File: config.mk
export PLATFORM = sky130hd
export DESIGN_NAME = instruction_fetch_unit
export DESIGN_NICKNAME = d
export VERILOG_FILES = /design/src/rtl/instruction_fetch_unit.sv
export SDC_FILE = /design/constraint.sdc
export NUM_CORES = 1
export LEC_CHECK = 0
export BUFFER_PORTS_ARGS = -buffer_cell sky130_fd_sc_hd__buf_4
export CORE_MARGIN = 2
export CORE_UTILIZATION = 51
export DETAILED_ROUTE_END_ITERATION = 8
export GPL_ROUTABILITY_DRIVEN = 0
export PLACE_DENSITY = 0.92
export SYNTH_ARGS = -nofsm -noshare
export SYNTH_HDL_FRONTEND = slang
export SYNTH_SLANG_ARGS = --single-unit
File: constraint.sdc
create_clock -name clk -period 2.45 [get_ports clk]
set_input_delay 0.3675 -clock clk [delete_from_list [all_inputs] [get_ports clk]]
set_output_delay 0.3675 -clock clk [all_outputs]
set_load 0.02 [all_outputs]
File: src/rtl/instruction_fetch_unit.sv
// Single-slot instruction fetch stage: pc register, IF/ID slot with valid/ready handshake and redirect.
// Optional misaligned-redirect trap is enabled by defining FETCH_MISALIGN_TRAP_EN.
module instruction_fetch_unit #(
  parameter logic [31:0] RESET_PC = 32'h0000_0000,
  parameter int          IMEM_AW  = 10
) (
  input  logic               clk,
  input  logic               rst_n,
  output logic [IMEM_AW-1:0] imem_addr,
  input  logic [31:0]        imem_rdata,
  input  logic               redirect_valid,
  input  logic [31:0]        redirect_pc,
  output logic               out_valid,
  input  logic               out_ready,
  output logic [31:0]        out_instr,
  output logic [31:0]        out_pc,
  output logic               out_fault,
  output logic [31:0]        fetch_count,
  output logic [1:0]         dbg_state
);

  // Handshake: the slot transfers on a cycle where out_valid && out_ready; while
  // out_valid is high and out_ready low, out_instr/out_pc/out_fault hold steady.
  typedef enum logic [1:0] {
    ST_BOOT  = 2'd0,
    ST_RUN   = 2'd1,
    ST_FAULT = 2'd2
  } state_e;

  localparam logic [31:0] NOP = 32'h0000_0013;

  state_e      state_q, state_d;
  logic [31:0] pc_q, pc_d;
  logic [31:0] instr_q, instr_d;
  logic [31:0] slot_pc_q, slot_pc_d;
  logic [31:0] count_q, count_d;
  logic        valid_q, valid_d;
  logic        fault_q, fault_d;
  logic        accept;
  logic        load;
  logic        misaligned;

`ifdef FETCH_MISALIGN_TRAP_EN
  assign misaligned = redirect_valid && (redirect_pc[1:0] != 2'b00);
`else
  assign misaligned = 1'b0;
`endif

  always_ff @(posedge clk or negedge rst_n) begin
    if (!rst_n) begin
      state_q   <= ST_BOOT;
      pc_q      <= RESET_PC;
      instr_q   <= NOP;
      slot_pc_q <= 32'd0;
      count_q   <= 32'd0;
      valid_q   <= 1'b0;
      fault_q   <= 1'b0;
    end else begin
      state_q   <= state_d;
      pc_q      <= pc_d;
      instr_q   <= instr_d;
      slot_pc_q <= slot_pc_d;
      count_q   <= count_d;
      valid_q   <= valid_d;
      fault_q   <= fault_d;
    end
  end

  // Redirect wins over everything and always leaves BOOT.
  always_comb begin
    state_d = state_q;
    if (redirect_valid) begin
      state_d = misaligned ? ST_FAULT : ST_RUN;
    end else if (state_q == ST_BOOT) begin
      state_d = ST_RUN;
    end
  end

  always_comb begin
    accept    = valid_q && out_ready;
    load      = (state_q == ST_RUN) && (!valid_q || out_ready);
    pc_d      = pc_q;
    instr_d   = instr_q;
    slot_pc_d = slot_pc_q;
    valid_d   = valid_q;
    fault_d   = fault_q;
    count_d   = count_q + {31'd0, accept};
    if (redirect_valid) begin
      // A misaligned target becomes a fault slot; otherwise flush and refetch.
      pc_d    = misaligned ? redirect_pc : (redirect_pc & 32'hFFFF_FFFC);
      valid_d = misaligned;
      fault_d = misaligned;
      if (misaligned) begin
        slot_pc_d = redirect_pc;
        instr_d   = NOP;
      end
    end else if (load) begin
      instr_d   = imem_rdata;
      slot_pc_d = pc_q;
      valid_d   = 1'b1;
      fault_d   = 1'b0;
      pc_d      = pc_q + 32'd4;
    end else if (accept) begin
      valid_d = 1'b0;
      fault_d = 1'b0;
    end
  end

  always_comb begin
    imem_addr   = pc_q[IMEM_AW+1:2];
    out_valid   = valid_q;
    out_instr   = instr_q;
    out_pc      = slot_pc_q;
    out_fault   = fault_q;
    fetch_count = count_q;
    dbg_state   = state_q;
  end

endmodule

==> results of run 1 <==
==> how the worst max path moves through the flow <==
stage | from | to | depth (start not counted)
5_1_grt | out_valid$_DFFE_PN0P_ | fetch_count[16]$_DFF_PN0_ | 7
6_report | out_valid$_DFFE_PN0P_ | fetch_count[24]$_DFF_PN0_ | 7
4_1_cts | out_valid$_DFFE_PN0P_ | fetch_count[24]$_DFF_PN0_ | 7
2_1_floorplan | out_valid$_DFFE_PN0P_ | fetch_count[22]$_DFF_PN0_ | 7
3_5_place_dp | out_ready | fetch_count[24]$_DFF_PN0_ | 8
3_3_place_gp | out_ready | fetch_count[16]$_DFF_PN0_ | 8
==> per-layer routing <==
metal / up-vias / part of all wire [%] / track usage, %
met5: - / 0 / 0
met4: 0 / 1.3 / 8.05
met3: 18 / 7.3 / 5.74
met2: 149 / 50 / 36.7
met1: 2030 / 41 / 28.0
li1: 1926 / - / -
==> where the power goes <==
group / switching [uW] / leakage [uW] / total, uW / internal, uW
sequential: 239 / 0.00156 / 2620 / 2380
clock: 902 / 0.000298 / 2590 / 1680
combinational: 658 / 0.00165 / 1290 / 636
total: 1800 / 0.00350 / 6500 / 4700
==> cell type report <==
| class | instances | area, um2 |
|---|---|---|
| clock buffer | 19 | 432 |
| timing repair buffer | 178 | 1380 |
| clock inverter | 13 | 189 |
| fill | 781 | 3190 |
| sequential | 126 | 3160 |
| inverter | 4 | 15.0 |
| tap | 140 | 175 |
| multi-input combinational | 303 | 2300 |
==> flip-flops by register name, summed over array words and instances (netlist names) <==
name and flops:
pc_q 30, fetch_count 32, out_valid 1, dbg_state 1
out_instr 32, out_pc 30
==> synthesized netlist by cell type (2+ instances only) <==
cell type / count
and3_1: 4
buf_4: 15
o21ai_0: 13
o21ai_1: 10
dfrtp_1: 123
conb_1: 2
nand4_4: 2
nor4_2: 3
and2_1: 4
xor2_1: 17
clkbuf_1: 2
and4_1: 7
nand4_1: 13
buf_2: 10
nand3_1: 26
nand2_1: 44
inv_1: 3
ha_1: 4
clkbuf_8: 2
mux2_2: 68
dfstp_2: 3
nor2_1: 16
a31oi_1: 2
xnor2_1: 40
nor3_1: 9
==> critical path, cell delays in order, from the launching register on <==
cell and delay (ns):
dfrtp_1 0.40, and2_1 0.17, ha_1 0.17, ha_1 0.23, nand3_1 0.17, nor2_2 0.38
nand3_1 0.19, xnor2_1 0.17
==> metrics by stage <==
stage                     hold WS, ns  total power [uW]
after CTS                      0.0423              6570
final                          0.0672              6500
after floorplan                0.0719              3320
after global routing           0.0641              6790
after detailed placement        0.379              3960
after global placement          0.371              3910
==> cells by family (layout without fill, tap and decap cells) <==
logic type	after synthesis	in the layout	share of synthesized area, %
adders and majority gates	4	4	0.885
xor gates and xnor gates	57	57	8.83
muxes	69	69	13.7
other	2	5	0.133
buffers and inverters	33	214	3.76
and+or+nand+nor	141	141	14.3
AOI/OAI and AO/OA	27	27	2.48
DFF	126	126	55.8
==> timing repair <==
item,in CTS,in global routing
hold endpoints to repair,36,0
hold buffers,1,0
setup endpoints to repair,0,0
==> metrics.csv, run 1 <==
metric;value;unit
cts.sinks;126;
maxCapViolCount;0;
crit_path_max_fanout;9;
required;2.84;ns
min_delay_path_depth;3;
cts_max_level;4;
clkLatencyLatePin;0.51;ns
synth_area;5650;um2
clock.fmax;506;MHz
hold_end;pc_q[7]$_DFFE_PN0P_;
wl;12700;um
ir_worst_vdd;0.425;mV
initialDrtViolationCount;159;
antennaDiodeCount;0;
area_growth;35.3;%
skew;0.0116;ns
num_vias;4123;
synthDistinctLibCells;42;
dp_hpwl;9280;um
leakage;0.00350;uW
dieHeight;109;um
synth_top_area_share;54.4;%
mostFrequentLayoutCell;buf_4;
final_cell_mix;174 x buf_4, 123 x dfrtp_1, 68 x mux2_2;
drive_above_1_share;45.9;%
r2r-end;fetch_count[24]$_DFF_PN0_;
design_area;7650;um2
rr_startpoint;out_valid$_DFFE_PN0P_;
grt-ovfl-total;0;
min_period_over_period;80.7;%
wl_per_cell;16.2;um
period_needed;1.98;ns
ys_warn_count;0;
grt_pass1_wl;20100;um
tightest_slew;0.534;ns
clk_pin_slew;0.06;ns
die-area;11900;um2
nets;702;
antenna_found_initial;0;
grt_max_degree;48;
setup_ws;0.472;ns
reg2reg_depth;7;
cts_setup_buffers;0;
dp_slack;0.439;ns
rsz0062_at_grt;false;
die_x;109;um
cts_tree;done;
synth_edf_count;0;
grt_pass1_vias;4030;
hold_viol;0;
yosysTopAreaCell;dfrtp_1;
cts_buffer_depth;2;
synthTopCellsByArea;dfrtp_1 54%, mux2_2 14%, xnor2_1 6.2%;
root_buffer;clkbuf_8;
crit_path_start_kind;register;
ios;178;
r2r_slack;0.47;ns
synth-seq-cells;126;
syn_area_per_cell;12.3;um2
fin_util;70.5;%
core;10800;um2
relSlewSlack;64.4;%
final_max_slew_viol_count;0;
synth_flop_cell;dfrtp_1;
place_area;7020;um2
powerDensity;850;nW/um2
io_buffers;171;
initial_core_util;52.1;%
drc;0;
rows;38;
post_cts_resized;0;
first_pass_iters;4;
worstPathArrival;2.37;ns
cts_buffers;17;
antenna_left;0;
status;complete, no violations;
async_flop_share;100;%
hp-start;redirect_pc[7];
setup_viol;0;
gr-usage-all-layers;22.1;%
drt-vias-per-instance;5.27;
dp.cells;750;
cp-end-kind;register;
instances_no_fill;783;
ys_seq_area_share;55.8;%
hold_class;in2reg;
crit_type;reg2reg;
setup-tns-final;0;ns
synthCells;459;
No activity file was read; power rests on OpenSTA's default activity.
==> inputs of run 2 (changes only) <==
ABC_AREA = 1   (was not set)
CORE_UTILIZATION = 47   (was 51)
PLACE_DENSITY = 0.88   (was 0.92)
clock period = 1.6 ns   (was 2.45 ns; I/O delays follow)
==> run 2 against run 1 <==
  * The flow now finishes with violations (setup timing)
  * Fmax up 22%
  * Critical path depth up 3
  * Sequential power up 52%
  * First-iteration DRC count rose to 2.8 times the previous value
  * Combinational power up 71%
  * Cell area up 14%
  * Utilization down 3.8 points
  * Clock-buffer cell count up 7
  * Global-route usage up 2.1 points
  * Power up 52%
  * Synthesized cell count up 66%
  * Sequential cell count unchanged
  * Largest power group unchanged
  * Highest routed layer unchanged
==> metrics.csv, run 2 <==
metric;value;unit;change
setup_viol;2;;was 0
first_pass_iters;5;;was 4
final_max_slew_viol_count;0;;unchanged
met3_usage;5.12;%;was 5.74%
violations;setup timing;;
busiest_layer;met2;;unchanged
drive_above_1_share;31.4;%;was 45.9%
worstPathArrival;1.92;ns;was 2.37 ns
synthCells;762;;was 459
initialDrtViolationCount;452;;was 159
synth_xor_area_share;4.21;%;was 8.83%
design_area;8730;um2;was 7650 um2
nets;1042;;was 702
cp-startpoint;out_valid$_DFFE_PN0P_;;unchanged
die-area;14200;um2;was 11900 um2
num_vias;5995;;was 4123
synth_top_area_share;49.3;%;was 54.4%
grt_use_met1;30.2;%;was 28.0%
synth_area;6240;um2;was 5650 um2
setup_ws;-0.0231;ns;was 0.472 ns
cts_buffer_depth;2;;unchanged
synth_compound_area_share;6.25;%;was 2.48%
crit_path_max_fanout;5;;was 9
clkLatencyLatePin;0.42;ns;was 0.51 ns
grt_pass1_vias;5586;;was 4030
die_x;119;um;was 109 um
hp-start;imem_rdata[20];;was redirect_pc[7]
synth-seq-cells;126;;unchanged
grt_max_degree;59;;was 48
crit_path_start_kind;register;;unchanged
required;1.90;ns;was 2.84 ns
antenna_found_initial;0;;unchanged
synth_simple_gate_area_share;30.9;%;was 14.3%
instances_no_fill;1159;;was 783
finalPower;9860;uW;was 6500 uW
io_buffers;171;;unchanged
cp_slowest_stage_delay;0.36;ns;was 0.40 ns
maxCapViolCount;0;;unchanged
rsz0062_at_grt;true;;was false
ys_warn_count;0;;unchanged
crit_type;reg2reg;;unchanged
rr_startpoint;out_valid$_DFFE_PN0P_;;unchanged
ys_top_cells_by_count;273 x nand2_1, 123 x dfrtp_1, 59 x inv_1;;was 123 x dfrtp_1, 68 x mux2_2, 44 x nand2_1
cp_top_family;simple AND/OR/NAND/NOR gates;;unchanged
hold_viol;0;;unchanged
antenna_left;0;;unchanged
final_cell_mix;270 x nand2_1, 213 x buf_4, 121 x dfrtp_1;;was 174 x buf_4, 123 x dfrtp_1, 68 x mux2_2
cts_max_level;4;;unchanged
grt_pass1_wl;27100;um;was 20100 um
rows;42;;was 38
period_needed;1.62;ns;was 1.98 ns
ir_worst_vdd;0.718;mV;was 0.425 mV
mostFrequentLayoutCell;nand2_1;;was buf_4
cp_num_cells;10;;was 7
reg2reg_depth;10;;was 7
syn_area_per_cell;8.20;um2;was 12.3 um2
cp-end-kind;register;;unchanged
drt-vias-per-instance;5.17;;was 5.27
antennaDiodeCount;0;;unchanged
wl;17700;um;was 12700 um
status;complete, but fails checks;;was complete, no violations
critPathSlowestCell;dfrtp_2;;was dfrtp_1
min_period_over_period;101;%;was 80.7%
dp_slack;-0.0290;ns;was 0.439 ns
synthTopCellsByArea;dfrtp_1 49%, nand2_1 16%, inv_1 3.5%;;was dfrtp_1 54%, mux2_2 14%, xnor2_1 6.2%
clock.fmax;616;MHz;was 506 MHz
cts_buffers;17;;unchanged
synth_top_family_by_area;simple AND/OR/NAND/NOR gates;;unchanged
dp.cells;1114;;was 750
powerDensity;1130;nW/um2;was 850 nW/um2
yosysTopAreaCell;dfrtp_1;;unchanged
path_buf_inv;1;;was 0
clk_pin_slew;0.05;ns;was 0.06 ns
skew;0.00627;ns;was 0.0116 ns
core;13100;um2;was 10800 um2
dieHeight;119;um;was 109 um
cts.sinks;126;;unchanged
root_buffer;clkbuf_16;;was clkbuf_8
synth.most_common_cell;nand2_1;;was dfrtp_1
synthAdderAreaFrac;0.801;%;was 0.885%
synth_flop_cell;dfrtp_1;;unchanged
gr-usage-all-layers;24.2;%;was 22.1%
leakage;0.00439;uW;was 0.00350 uW
grt-ovfl-total;0;;unchanged
synth.area.mux_share;0;%;was 13.7%
ys_seq_area_share;50.6;%;was 55.8%
cts_tree;done;;unchanged
ios;178;;unchanged
holdWs;0.0205;ns;was 0.0672 ns
drc;0;;unchanged
async_flop_share;100;%;unchanged
initial_core_util;47.7;%;was 52.1%
hold_class;in2reg;;unchanged
crit_chain;nand2_2 -> inv_2 -> ha_4 -> ha_4 -> nand2_4 -> nor2_4 -> nand2_4 -> nor2_4 -> nand3_1 -> xnor2_1;;was and2_1 -> ha_1 -> ha_1 -> nand3_1 -> nor2_2 -> nand3_1 -> xnor2_1
grtUsageMet2;40.7;%;was 36.7%
place_area;7920;um2;was 7020 um2
wl_per_cell;15.3;um;was 16.2 um
dp_hpwl;12400;um;was 9280 um
synth_edf_count;0;;unchanged
area_growth;39.8;%;was 35.3%
min_delay_path_depth;3;;unchanged
synthDistinctLibCells;39;;was 42
-- run 2: changes by cell type after synthesis, sizes merged, moves of 10 or more --
cell,previous run,this run
nor2,17,68
o21ai,23,42
nand3,26,41
nand2,45,279
nor3,10,20
xnor2,40,7
inv,4,64
mux2,68,0
-- run 2: kinds of logic (layout without fill, tap and decap cells) --
logic type | after synthesis | in the layout
fa+ha+maj | 4 | 4
buf+inv | 99 | 317
simple gates | 433 | 433
xor+xnor | 30 | 30
flops | 126 | 126
other cells | 2 | 5
compound gates | 68 | 68
-- run 2: metrics by stage --
stage | util [%] | setup TNS (ns)
after floorplan | - | -0.0944
after global placement | 60.5 | 0
after detailed placement | 60.5 | -0.0771
after CTS | 65.1 | -0.0161
after global routing | 66.7 | -0.875
final | 66.7 | -0.0287
-- run 2: worst register-to-register path: cells and delay by family (launching register included) --
family | cells | cell delay [ns]
buffers and inverters | 1 | 0.07
xor gates and xnor gates | 1 | 0.14
adders and majority gates | 2 | 0.28
DFF | 1 | 0.36
and+or+nand+nor | 6 | 0.65
-- run 2: power by group --
group	total [uW]	switching [uW]	internal, uW
logic	2200	1260	939
clock network	3670	1340	2330
registers	3990	372	3620
total	9860	2970	6890
-- run 2: final timing paths --
check / slack, ns / to
max: -0.02 / fetch_count[18]$_DFF_PN0_
min: 0.02 / out_instr[20]$_DFFE_PN0P_
max reg2reg: -0.02 / fetch_count[18]$_DFF_PN0_
min reg2reg: 0.46 / out_instr[4]$_DFFE_PN1P_
max in group asynchronous: 0.82 / out_valid$_DFFE_PN0P_
min in group asynchronous: 0.36 / fetch_count[13]$_DFF_PN0_
-- run 2: layer usage --
metal  vias up  share of wire, %
li1       2833                 -
met1      2824                40
met2       291                51
met3        47               6.8
met4         0               2.8
met5         -                 0
-- run 2: cell type report --
class	instances	area [um2]
clock inverters	6	57.6
well taps	176	220
repair buffers	221	1750
multi-input cells	540	2790
flip-flops and latches	126	3160
fillers	1025	4350
inverters	64	243
clock buffers	26	509
-- run 2: repair_timing --
| item | 4_1_cts | 5_1_grt |
|---|---|---|
| pin swaps | 2 | 6 |
| hold buffers | 1 | 0 |
| setup endpoints to repair | 7 | 40 |
| cloned | 0 | 2 |
| endpoints found under the hold margin | 123 | 0 |
| buffers inserted | 1 | 9 |
| gates resized for setup | 5 | 22 |
==> inputs of run 3 (changes only) <==
CELL_PAD_IN_SITES_DETAIL_PLACEMENT = 2   (was not set)
CELL_PAD_IN_SITES_GLOBAL_PLACEMENT = 2   (was not set)
CORE_UTILIZATION = 27   (was 47)
PLACE_DENSITY = 0.89   (was 0.88)
==> run 3 against run 2 <==
  * The run still ends with setup timing left
  * Combinational power increased by 15%
  * Utilization decreased by 25 points
  * Via count increased by 4.6%
  * Sequential share of layout area decreased by 3.0 points
  * Power increased by 9.9%
  * Critical path depth decreased by 3
  * Largest cell class unchanged
  * Global-route usage decreased by 3.6 points
==> metrics.csv, run 3 (synthesized netlist as in run 2, its figures left out) <==
metric;value;unit;change
required;1.92;ns;was 1.90 ns
ir_worst_vdd;0.582;mV;was 0.718 mV
ios;178;;unchanged
relSlewSlack;64.5;%;
final_cell_mix;261 x nand2_1, 225 x buf_4, 117 x dfrtp_1;;was 270 x nand2_1, 213 x buf_4, 121 x dfrtp_1
clkLatencyLatePin;0.43;ns;was 0.42 ns
design_area;9520;um2;was 8730 um2
min_delay_path_depth;3;;unchanged
clock.fmax;595;MHz;was 616 MHz
clk_pin_slew;0.07;ns;was 0.05 ns
dr_wl_met2;14600;um;was 8940 um
initialDrtViolationCount;316;;was 452
final_max_slew_viol_count;0;;unchanged
gr-usage-all-layers;20.6;%;was 24.2%
cts_max_level;4;;unchanged
setup_viol;10;;was 2
fin_util;42.1;%;was 66.7%
die-area;24400;um2;was 14200 um2
leakage;0.00464;uW;was 0.00439 uW
period_needed;1.68;ns;was 1.62 ns
reg2reg_depth;7;;was 10
finalPower;10800;uW;was 9860 uW
skew;0.0129;ns;was 0.00627 ns
dieHeight;156;um;was 119 um
wl_per_cell;20.6;um;was 15.3 um
wl_met1;10900;um;was 7040 um
highest-signal-layer;met4;;unchanged
status;complete, but fails checks;;unchanged
min_period_over_period;105;%;was 101%
grt_pass1_vias;6991;;was 5586
crit_path_max_fanout;4;;was 5
first_pass_iters;4;;was 5
drive_above_1_share;37.1;%;was 31.4%
antenna_found_initial;0;;unchanged
cts.sinks;126;;unchanged
place_area;8180;um2;was 7920 um2
worstPathArrival;2.00;ns;was 1.92 ns
rsz0062_at_grt;true;;unchanged
wl;26800;um;was 17700 um
cts_buffers;17;;unchanged
setup_ws;-0.0803;ns;was -0.0231 ns
hold_viol;0;;unchanged
met3_length;886;um;was 1210 um
root_buffer;clkbuf_16;;unchanged
drt-vias-per-instance;4.83;;was 5.17
powerDensity;1140;nW/um2;was 1130 nW/um2
maxCapViolCount;0;;unchanged
antenna_left;0;;unchanged
num_vias;6270;;was 5995
rows;55;;was 42
grt_pass1_wl;38800;um;was 27100 um
mostFrequentLayoutCell;nand2_1;;unchanged
cts_buffer_depth;2;;unchanged
crit_type;reg2reg;;unchanged
grt-ovfl-total;0;;unchanged
dp_hpwl;17300;um;was 12400 um
die_x;156;um;was 119 um
holdWs;0.0163;ns;was 0.0205 ns
nets;1072;;was 1042
initial_core_util;27.6;%;was 47.7%
io_buffers;171;;unchanged
drc;0;;unchanged
setup-tns-final;-0.301;ns;was -0.0287 ns
cts_tree;done;;unchanged
hold_class;in2reg;;unchanged
antennaDiodeCount;0;;unchanged
crit_path_start_kind;register;;unchanged
grt_max_degree;69;;was 59
tightest_slew;0.527;ns;
cp-end-kind;register;;unchanged
core;22600;um2;was 13100 um2
area_growth;52.5;%;was 39.8%
violations;setup timing;;unchanged
==> run 3: changes by cell type in the layout (fill, tap and decap cells not counted), sizes merged <==
| cell | change |
|---|---|
| buf | +25 |
| clkbuf | -5 |
| bufinv | +3 |
| dlygate4sd3 | +3 |
| clkinvlp | +2 |
| clkinv | +1 |
| inv | +1 |
==> run 3: repair_timing <==
item                                    CTS  global route
endpoints found under the setup margin   23            68
setup buffers                             8            13
resized for setup                        19            70
hold buffers                              4             0
hold endpoints to repair                126             0
cloned                                    1             5
pin swaps                                11            30
==> run 3: layout make-up <==
cell class	instances	area, um2
Fill cell	2453	13100
Sequential cell	126	3160
Multi-Input combinational cell	540	3000
Timing Repair Buffer	251	2120
Clock buffer	19	453
Tap cell	285	357
Inverter	64	245
Clock inverter	13	188
==> run 3: worst max-delay path: stages, from the launching register on <==
cell     delay, ns
dfrtp_1       0.45
nand2_1       0.15
nor3_1        0.31
nand2_1       0.16
nor3_1        0.29
nand2_1       0.10
nand2_1       0.07
nand2_1       0.05
==> run 3: worst paths after layout <==
check | slack [ns] | end | from
min in group asynchronous | 0.37 | fetch_count[28]$_DFF_PN0_ | rst_n
worst max-delay path | -0.08 | fetch_count[28]$_DFF_PN0_ | fetch_count[19]$_DFF_PN0_
worst min register to register | 0.47 | out_instr[4]$_DFFE_PN1P_ | out_instr[4]$_DFFE_PN1P_
worst min-delay path | 0.02 | out_instr[19]$_DFFE_PN0P_ | imem_rdata[19]
max in group asynchronous | 0.82 | out_instr[0]$_DFFE_PN1P_ | rst_n
worst max register to register | -0.08 | fetch_count[28]$_DFF_PN0_ | fetch_count[19]$_DFF_PN0_
==> run 3: metal layers <==
metal	up-vias	global-route usage [%]
met4	0	5.99
met2	132	38.4
met3	29	3.58
met1	3222	24.2
met5	-	0
li1	2887	-
==> run 3: per-stage QoR <==
stage                     cells  setup WS (ns)
after detailed placement   1235         -0.135
after floorplan             765        -0.0349
after global placement     1235        -0.0420
after global routing       1298         -0.150
final                      1298        -0.0803
after CTS                  1280        -0.0614
==> run 3: report_power, final <==
part | leakage, uW | internal [uW] | switching, uW
registers | 0.00155 | 3610 | 388
clock network | 0.000306 | 2700 | 1600
logic | 0.00278 | 1050 | 1490
total | 0.00464 | 7360 | 3480
